### src/rtl/aes0_axi_driver.sv
// aes0_axi_driver: AXI-lite master that programs the AES-192 peripheral for one command at a time and returns the ciphertext
module aes0_axi_driver #(
  parameter logic [63:0] BASE_ADDR = 64'h0,
  parameter int POLL_LIMIT = 1024
) (
  input  logic         clk_i,
  input  logic         rst_1,
  input  logic         cmd_valid_i,
  output logic         cmd_ready_o,
  input  logic [127:0] cmd_pt_i,
  input  logic [127:0] cmd_state_i,
  input  logic [191:0] cmd_key_i,
  input  logic [1:0]   cmd_ksel_i,
  output logic         res_valid_o,
  input  logic         res_ready_i,
  output logic [127:0] res_ct_o,
  output logic         res_err_o,
  output logic         busy_o,
  output logic         aw_valid_o,
  input  logic         aw_ready_i,
  output logic [63:0]  aw_addr_o,
  output logic         w_valid_o,
  input  logic         w_ready_i,
  output logic [63:0]  w_data_o,
  output logic [7:0]   w_strb_o,
  input  logic         b_valid_i,
  output logic         b_ready_o,
  input  logic [1:0]   b_resp_i,
  output logic         ar_valid_o,
  input  logic         ar_ready_i,
  output logic [63:0]  ar_addr_o,
  input  logic         r_valid_i,
  output logic         r_ready_o,
  input  logic [63:0]  r_data_i,
  input  logic [1:0]   r_resp_i
);
  typedef enum logic [2:0] {IDLE, WADDR, WRESP, RADDR, RDATA, RESP} state_t;
  typedef enum logic [1:0] {CFG, POLL, RD, CLR} stage_t;
  state_t state, state_n;
  stage_t stage, stage_n;
  logic [4:0] cnt, cnt_n;
  logic [31:0] poll, poll_n;
  logic err, err_n, aw_done, aw_done_n, w_done, w_done_n;
  logic [1:0] ksel_q;
  logic [5:0][31:0] key_q;
  logic [3:0][31:0] st_q, pt_q, ct_q;
  logic [2:0] kk;
  logic [1:0] ks, kp;
  logic [5:0] bank, widx, ridx;
  logic [31:0] wword;
  logic unused_hi;
  assign unused_hi = ^r_data_i[63:32];
  assign cmd_ready_o = state == IDLE;
  assign busy_o = state != IDLE;
  assign aw_valid_o = state == WADDR && !aw_done;
  assign w_valid_o = state == WADDR && !w_done;
  assign aw_addr_o = aw_valid_o ? BASE_ADDR + 64'({widx, 3'b000}) : 64'h0;
  assign w_data_o = w_valid_o ? {32'h0, wword} : 64'h0;
  assign w_strb_o = w_valid_o ? 8'hFF : 8'h00;
  assign b_ready_o = state == WRESP;
  assign ar_valid_o = state == RADDR;
  assign ar_addr_o = ar_valid_o ? BASE_ADDR + 64'({ridx, 3'b000}) : 64'h0;
  assign r_ready_o = state == RDATA;
  assign res_valid_o = state == RESP;
  assign res_err_o = res_valid_o && err;
  assign res_ct_o = (res_valid_o && !err) ? ct_q : 128'h0;
  always_comb begin
    kk = 3'(cnt - 5'd1);
    ks = 2'(cnt - 5'd7);
    kp = 2'(cnt - 5'd11);
    bank = ksel_q == 2'd0 ? 6'd5 : ksel_q == 2'd1 ? 6'd20 : 6'd26;
    widx = (stage == CLR || cnt == 5'd15) ? 6'd0 : cnt == 5'd0 ? 6'd32 : cnt <= 5'd6 ? bank + 6'(kk) :
           cnt <= 5'd10 ? 6'd16 + 6'(ks) : 6'd1 + 6'(kp);
    wword = stage == CLR ? 32'h0 : cnt == 5'd0 ? {30'h0, ksel_q} : cnt <= 5'd6 ? key_q[kk] :
            cnt <= 5'd10 ? st_q[ks] : cnt <= 5'd14 ? pt_q[kp] : 32'h1;
    ridx = stage == POLL ? 6'd11 : 6'd12 + 6'(cnt[1:0]);
  end
  always_comb begin
    state_n = state;
    stage_n = stage;
    cnt_n = cnt;
    poll_n = poll;
    err_n = err;
    aw_done_n = aw_done;
    w_done_n = w_done;
    case (state)
      IDLE: if (cmd_valid_i) begin
        state_n = WADDR;
        stage_n = CFG;
        cnt_n = 5'd0;
        err_n = 1'b0;
      end
      WADDR: begin
        aw_done_n = aw_done || aw_ready_i;
        w_done_n = w_done || w_ready_i;
        if (aw_done_n && w_done_n) begin
          state_n = WRESP;
          aw_done_n = 1'b0;
          w_done_n = 1'b0;
        end
      end
      WRESP: if (b_valid_i) begin
        if (b_resp_i != 2'b00 || stage == CLR) begin
          err_n = err || b_resp_i != 2'b00;
          state_n = stage == CLR ? RESP : WADDR;
          stage_n = CLR;
        end else if (cnt == 5'd15) begin
          state_n = RADDR;
          stage_n = POLL;
          poll_n = 32'h0;
        end else begin
          state_n = WADDR;
          cnt_n = cnt + 5'd1;
        end
      end
      RADDR: if (ar_ready_i) state_n = RDATA;
      RDATA: if (r_valid_i) begin
        if (r_resp_i != 2'b00) begin
          err_n = 1'b1;
          stage_n = CLR;
          state_n = WADDR;
        end else if (stage == POLL) begin
          if (r_data_i[0]) begin
            stage_n = RD;
            cnt_n = 5'd0;
            state_n = RADDR;
          end else if (poll == 32'(POLL_LIMIT - 1)) begin
            err_n = 1'b1;
            stage_n = CLR;
            state_n = WADDR;
          end else begin
            poll_n = poll + 32'h1;
            state_n = RADDR;
          end
        end else if (cnt[1:0] == 2'd3) begin
          stage_n = CLR;
          state_n = WADDR;
        end else begin
          cnt_n = cnt + 5'd1;
          state_n = RADDR;
        end
      end
      RESP: if (res_ready_i) state_n = IDLE;
      default: state_n = IDLE;
    endcase
  end
  always_ff @(posedge clk_i) begin
    if (rst_1) begin
      state <= IDLE;
      stage <= CFG;
      cnt <= 5'd0;
      poll <= 32'h0;
      err <= 1'b0;
      aw_done <= 1'b0;
      w_done <= 1'b0;
    end else begin
      state <= state_n;
      stage <= stage_n;
      cnt <= cnt_n;
      poll <= poll_n;
      err <= err_n;
      aw_done <= aw_done_n;
      w_done <= w_done_n;
    end
  end
  always_ff @(posedge clk_i) begin
    if (cmd_valid_i && cmd_ready_o) begin
      ksel_q <= cmd_ksel_i;
      key_q <= cmd_key_i;
      st_q <= cmd_state_i;
      pt_q <= cmd_pt_i;
      ct_q <= 128'h0;
    end
    if (state == RDATA && r_valid_i && stage == RD) ct_q[cnt[1:0]] <= r_data_i[31:0];
  end
endmodule

### config.mk
export PLATFORM = sky130hd
export DESIGN_NAME = aes0_axi_driver
export DESIGN_NICKNAME = d
export VERILOG_FILES = /design/src/rtl/aes0_axi_driver.sv
export SDC_FILE = /design/constraint.sdc
export NUM_CORES = 1
export LEC_CHECK = 0
export BUFFER_PORTS_ARGS = -buffer_cell sky130_fd_sc_hd__buf_2
export CAP_MARGIN = 20
export CORE_MARGIN = 3
export CORE_UTILIZATION = 25
export CTS_BUF_LIST = sky130_fd_sc_hd__clkbuf_4
export DETAILED_ROUTE_END_ITERATION = 6
export PLACE_DENSITY = 0.45
export SYNTH_ARGS = -nofsm -noshare
export SYNTH_HDL_FRONTEND = slang
export SYNTH_SLANG_ARGS = --single-unit
### constraint.sdc
create_clock -name clk_i -period 21.7 [get_ports clk_i]
set_input_delay 0 -clock clk_i [delete_from_list [all_inputs] [get_ports clk_i]]
set_output_delay 0 -clock clk_i [all_outputs]
set_load 0.01 [all_outputs]
==> impl_metrics.csv, run 1 <==
group,metric,value,unit
run_status,status,"stopped before the end",
run_status,failed_stage,"clock tree synthesis",
run_status,error,"[ERROR RSZ-0060] Max buffer count reached.",
cts,clockRootBuffer,"clkbuf_4",
yosys,ys_seq_elements,623,
cts,cts.sinks,623,
floorplan,row_count,119,
place,hpwl,61.1,mm
floorplan,dieWidth,334,microns
yosys,yosysUniqueCellTypes,73,
cts,clockBufferDepth,3,
floorplan,ios,864,
yosys,yosysTopAreaCellShare,50.3,%
yosys,synth_edf_count,450,
yosys,synthCells,2111,
cts,cts_buffers,174,
floorplan,die_h,334,microns
yosys,synth_compound_area_share,4.20,%
yosys,ys_warn_count,0,
yosys,synth.avg_cell_area,12.7,sq um
place,place_area,31100,sq um
cts,htree_levels,4,
cts,post_cts_resized,0,
yosys,synthAdderAreaFrac,0.550,%
place,place.gp.congestion,0.767,
floorplan,initial_utilization,25.3,%
yosys,ys.flop_type,"edfxtp_1",
yosys,synthSimpleGateAreaFrac,14.0,%
place,io_buffers,681,
cts,holdBufCountCts,874,
yosys,async_reset_ff_share,0,%
yosys,synth-xor-area-share,1.04,%
yosys,synth_area,26900,sq um
yosys,yosys-top-cells-area,"edfxtp_1 50%, dfxtp_1 13%, mux4_2 8.0%",
yosys,synth_top_family_by_area,"simple AND/OR/NAND/NOR gates",
cts,cts_setup_buffers,0,
yosys,muxShareOfSynthArea,9.51,%
place,placedCellCount,4072,
yosys,ys_seq_area_share,63.2,%
yosys,synth_area_leader_cell,"edfxtp_1",
==> kinds of logic after synthesis <==
logic type	after synthesis
other cells	1
flops	623
fa+ha+maj	12
compound gates	165
simple gates	776
buf+inv	366
mux	136
xor+xnor	32
==> through the flow <==
stage | utilization (%) | setup WS (ns)
after global placement | 29.4 | 16.25
after detailed placement | 29.4 | 16.26
after floorplan | - | 10.75
==> cells in the mapped netlist, types with 29 or more instances <==
library cell,n
mux4_2,95
clkbuf_1,89
xnor2_1,30
a211oi_1,33
buf_2,29
inv_1,79
nand2_1,292
o22ai_1,31
edfxtp_1,450
nor3_1,78
nand3_1,112
buf_4,161
mux2i_1,38
dfxtp_1,173
nor2_1,91
and2_1,136
o21ai_0,41
==> run 2: changes to the inputs <==
Settings changed: CORE_UTILIZATION 25 to 20, CTS_BUF_LIST sky130_fd_sc_hd__clkbuf_4 to default, PLACE_DENSITY 0.45 to default, PLACE_DENSITY_LB_ADDON from default to 0.15.
==> impl_metrics.csv, run 2 <==
group,metric,value,unit
run_status,status,"finished, final reports clean",
drt,drt_pass1_iterations,6,
floorplan,die_h,372,microns
yosys,synth_area,26900,sq um
yosys,yosysUniqueCellTypes,73,
power,p_per_area,70.8,nW/um^2
place,place_worst_setup_slack,15.42,ns
yosys,yosys-top-cells-area,"edfxtp_1 50%, dfxtp_1 13%, mux4_2 8.0%",
power,power_leakage,0.0169,uW
floorplan,row_count,133,
final_layout,final_cell_mix,"829 x dlygate4sd3_1, 681 x buf_2, 450 x edfxtp_1",
grt,grt_antenna_before_repair,27,
timing,tightest_slew,1.05,ns
yosys,ys.flop_type,"edfxtp_1",
cts,path_clk_slew,0.06,ns
flow_run,maxCapViolCount,0,
yosys,synthCells,2111,
grt,gr-total-overflow,0,
drt,drt-wirelength-per-cell,19.0,microns
floorplan,core-area,132000,sq um
yosys,yosysTopAreaCellShare,50.3,%
yosys,synth_area_leader_cell,"edfxtp_1",
yosys,yosys-top-cells-count,"450 x edfxtp_1, 292 x nand2_1, 173 x dfxtp_1",
timing,timing.final.hold_violations,0,
cts,cts_tree,"done",
worst_setup_path,cp-start-kind,"flip-flop",
timing,setup_viol,0,
yosys,synth_edf_count,450,
yosys,ys_warn_count,0,
place,io_buffers,681,
timing,fmax,0.162,GHz
final_layout,drive_above_1_share,25.9,%
floorplan,ios,864,
cts,clk_latency,0.66,ns
power,ir_drop,58.9,uV
final_layout,multiInputGateArea,8500,sq um
cts,post_cts_resized,0,
drt,drc_errors,0,
cts,cts_setup_buffers,0,
floorplan,dieArea,139000,sq um
final_layout,layout_commonest_cell,"dlygate4sd3_1",
grt,grt_pass1_vias,22500,
drt,viasPerCell,3.94,
hold_path,worstHoldPathType,"input pin to flip-flop",
final_layout,largest_reg_flops,192,
timing,finClkSkew,0.0347,ns
worst_setup_path,end_kind,"flip-flop",
grt,grt_usage,14.5,%
place,place.gp.congestion,0.743,
final_layout,nFillCells,13500,
timing,finalSetupTns,0,ns
yosys,synth.avg_cell_area,12.7,sq um
final_layout,layout.nets,4128,
grt,grt_max_degree,179,
timing,slew_headroom,30.0,%
worst_setup_path,critPathMaxFanout,178,
grt,grt_pass1_wl,149,mm
timing,timing.final.crit_share,28.5,%
yosys,async_reset_ff_share,0,%
floorplan,initial_utilization,20.3,%
drt,totalWireLength,103,mm
cts,cts_buffers,78,
worst_setup_path,crit_type,"flip-flop to flip-flop",
yosys,yosysMostFrequentCell,"edfxtp_1",
worst_setup_path,crit_required,22.00,ns
floorplan,dieWidth,372,microns
drt,vias,21400,
cts,clockBufferDepth,3,
worst_setup_path,arrival,6.49,ns
cts,clockRootBuffer,"clkbuf_16",
timing,layout_setup_ws,15.51,ns
yosys,ys_seq_elements,623,
drt,postRouteAntennaNets,0,
final_layout,area_growth,57.8,%
cts,cts.sinks,623,
cts,htree_levels,3,
timing,rsz0062_at_grt,"no",
final_layout,top_register,"key_q",
yosys,ys_seq_area_share,63.2,%
drt,drt_iter0_markers,893,
final_layout,seqCellArea,17000,sq um
place,hpwl,69.5,mm
timing,post-route-min-period,6.19,ns
cts,holdBufCountCts,829,
timing,timing.final.max_slew_violations,0,
## run 2: cell counts after synthesis
Identical to the previous run, type by type.
## run 2: final timing paths
path,startpoint,to,slack [ns],cells after the start
worst max-delay path,state[0],pt_q[10],15.51,7
worst min-delay path,cmd_state_i[36],st_q[36],0.07,2
worst max register to register,state[0],pt_q[10],15.51,7
worst min register to register,ct_q[24],ct_q[24],0.45,2
## run 2: through the flow
step	utilization, %	power, uW	hold slack, ns	area (sq um)	std cells
2_1_floorplan	-	1590	0.0989	27400	2260
3_3_place_gp	23.9	1650	0.176	31600	4436
3_5_place_dp	23.9	1650	0.178	31600	4436
4_1_cts	31.9	3060	0.000543	42300	5399
5_1_grt	32.0	3140	0.00748	42400	5417
6_report	32.0	3000	0.0718	42400	5422
## run 2: power breakdown
group | switching (uW) | leakage, uW | internal (uW)
combinational | 162 | 0.0100 | 182
sequential | 23.5 | 0.00569 | 1370
clock | 554 | 0.00117 | 704
## run 2: critical path, cell delays in order (launching register included)
cell and delay, ns:
dfxtp_1 0.45, nor3_1 0.58, nand2_4 0.54, inv_8 0.58, buf_4 0.86, buf_12 0.73
buf_4 0.87, buf_4 0.81
## run 2: cell type report
type	count	area share, %
tap	1755	5.18
inverter	80	0.726
clock inverter	37	0.806
antenna	23	0.136
multi-input combinational	1271	20.1
timing repair buffer	1536	28.1
sequential	623	40.1
clock buffer	97	4.87
## run 2: metal layers
metal | GRT usage [%] | vias to the layer above | share of wire (%)
li1 | - | 10300 | -
met1 | 17.7 | 10300 | 42
met2 | 25.2 | 720 | 49
met3 | 3.85 | 109 | 6.5
met4 | 3.78 | 4 | 2.2
met5 | 0 | - | 0.026
## run 2: logic make-up (layout without fill, tap and decap cells)
logic type,count (synthesis),after routing,share of synthesized area [%]
simple gates,776,776,14.0
flops,623,623,63.2
buf+inv,366,1750,7.50
compound gates,165,165,4.20
mux,136,136,9.51
xor+xnor,32,32,1.04
fa+ha+maj,12,12,0.550
other cells,1,173,0.0140
No activity file was read; power rests on OpenSTA's default activity.
==> run 3: changes to the inputs <==
Clock period 21.7 ns to 5.45 ns, I/O delays scaled along.
==> impl_metrics.csv, run 3 (synthesis gave the netlist of run 2 again) <==
group,metric,value,unit
floorplan,initial_utilization,20.3,%
grt,grt_max_degree,135,
final_layout,layout_commonest_cell,"dlygate4sd3_1",
cts,cts_tree,"done",
worst_setup_path,r2r-end,"stage[1]",
worst_setup_path,critPathMaxFanout,83,
final_layout,top_register,"key_q",
place,hpwl,68.7,mm
worst_setup_path,r2r_start,"state[2]",
final_layout,largest_reg_flops,192,
hold_path,hp-start,"cmd_key_i[54]",
cts,cts.sinks,623,
floorplan,ios,864,
hold_path,worstHoldPathType,"input pin to flip-flop",
worst_setup_path,crit_type,"flip-flop to primary output",
timing,timing.final.max_slew_violations,0,
grt,met3_usage,3.95,%
floorplan,row_count,133,
final_layout,area_growth,57.7,%
floorplan,dieWidth,372,microns
floorplan,dieArea,139000,sq um
drt,viasPerCell,3.94,
worst_setup_path,critPathLaunch,"cnt[0]",
grt,grt_antenna_before_repair,30,
hold_path,worst_hold_path.num_cells,2,
final_layout,final_cell_mix,"799 x dlygate4sd3_1, 681 x buf_2, 450 x edfxtp_1",
worst_setup_path,ff2ff_path_depth,8,
final_layout,final_cells,5421,
place,io_buffers,681,
power,ir_drop,235,uV
power,p_per_area,284,nW/um^2
timing,finClkSkew,0.0334,ns
drt,drt_iter0_markers,1004,
drt,totalWireLength,99.3,mm
final_layout,drive_above_1_share,26.5,%
drt,vias,21300,
drt,drt_pass1_iterations,5,
drt,drc_errors,0,
cts,clk_latency,0.68,ns
timing,timing.final.hold_violations,0,
drt,drt-wirelength-per-cell,18.3,microns
timing,post-route-min-period,4.20,ns
worst_setup_path,regToRegSetupSlack,1.82,ns
hold_path,min_to,"key_q[54]",
grt,met2_usage,24.3,%
cts,htree_levels,3,
worst_setup_path,crit_required,5.45,ns
grt,grt_pass1_wl,144,mm
timing,slew_headroom,26.7,%
grt,grt_usage,13.9,%
cts,clockBufferDepth,3,
grt,gr-total-overflow,0,
final_layout,final_area,42400,sq um
place,place.gp.congestion,0.737,
cts,clockRootBuffer,"clkbuf_16",
place,placedCellCount,4451,
grt,use_met1,16.8,%
drt,postRouteAntennaNets,0,
cts,cts_setup_buffers,0,
grt,top_usage_layer,"met2",
run_status,status,"finished, final reports clean",
timing,rsz0062_at_grt,"no",
timing,timing.final.crit_share,77.0,%
final_layout,layout.nets,4114,
power,power_leakage,0.0169,uW
flow_run,maxCapViolCount,0,
timing,tightest_slew,1.09,ns
timing,setup_viol,0,
timing,finalSetupTns,0,ns
worst_setup_path,arrival,4.20,ns
place,place_area,31800,sq um
cts,path_clk_slew,0.06,ns
floorplan,core-area,132000,sq um
timing,fmax,0.238,GHz
cts,cts_buffers,79,
worst_setup_path,end_kind,"primary output",
worst_setup_path,cp-start-kind,"flip-flop",
floorplan,die_h,372,microns
grt,grt_pass1_vias,22400,
==> run 3: cell count changes in the layout (fill, tap and decap cells not counted), moves of 8 or more <==
| cell | previous run | this run |
|---|---|---|
| dlygate4sd3_1 | 829 | 799 |
| clkbuf_1 | 15 | 28 |
| buf_4 | 24 | 35 |
| clkinv_1 | 12 | 4 |
==> run 3: timing repair <==
item | 4_1_cts | 5_1_grt
hold buffers | 799 | 0
setup endpoints to repair | 0 | 0
resized for setup | 0 | 0
endpoints found under the hold margin | 593 | 0
==> run 3: report_power, final <==
| group | total [uW] | switching [uW] | leakage (uW) | internal (uW) |
|---|---|---|---|---|
| logic | 1360 | 639 | 0.0100 | 724 |
| clock network | 5100 | 2210 | 0.00122 | 2890 |
| registers | 5560 | 90.5 | 0.00569 | 5470 |
| total | 12000 | 2940 | 0.0169 | 9080 |
==> run 3: how the worst max path moves through the flow <==
stage                               to  depth (start not counted)  slack (ns)
after detailed placement  w_data_o[30]                          6        1.65
after global routing      w_data_o[30]                          6        0.88
after floorplan               key_q[0]                          6       -2.63
final                     w_data_o[30]                          6        1.25
after CTS                 w_data_o[30]                          6        0.88
after global placement    w_data_o[30]                          6        1.69
==> run 3: layout make-up <==
| cell class | count | area (sq um) |
|---|---|---|
| inverters | 80 | 304 |
| clock inverters | 33 | 353 |
| flip-flops and latches | 623 | 17000 |
| well taps | 1755 | 2200 |
| repair buffers | 1521 | 11800 |
| fillers | 13500 | 90100 |
| diodes | 27 | 67.6 |
| multi-input cells | 1271 | 8510 |
| clock buffers | 111 | 2150 |
==> run 3: metrics by stage <==
step,setup slack (ns),total power (uW),hold slack [ns],utilization (%)
floorplan,-2.63,6310,0.0989,-
CTS,0.885,12200,0.0000531,31.9
detailed placement,1.65,6580,0.178,24.0
global route,0.883,12600,0.00763,32.0
global placement,1.69,6580,0.177,24.0
finish,1.25,12000,0.0518,32.0
==> run 3: critical path: stages (launching register included) <==
cell,delay [ns]
dfxtp_4,0.54
buf_4,0.47
buf_12,0.49
mux4_2,0.59
a211oi_1,0.87
nor3_1,0.12
buf_2,0.23
==> run 3: metal layers <==
| layer | share of wire, % | wire length [microns] |
|---|---|---|
| met4 | 2.1 | 2050 |
| met1 | 42 | 41400 |
| met5 | 0.025 | 25 |
| met2 | 49 | 48900 |
| met3 | 7.0 | 6950 |
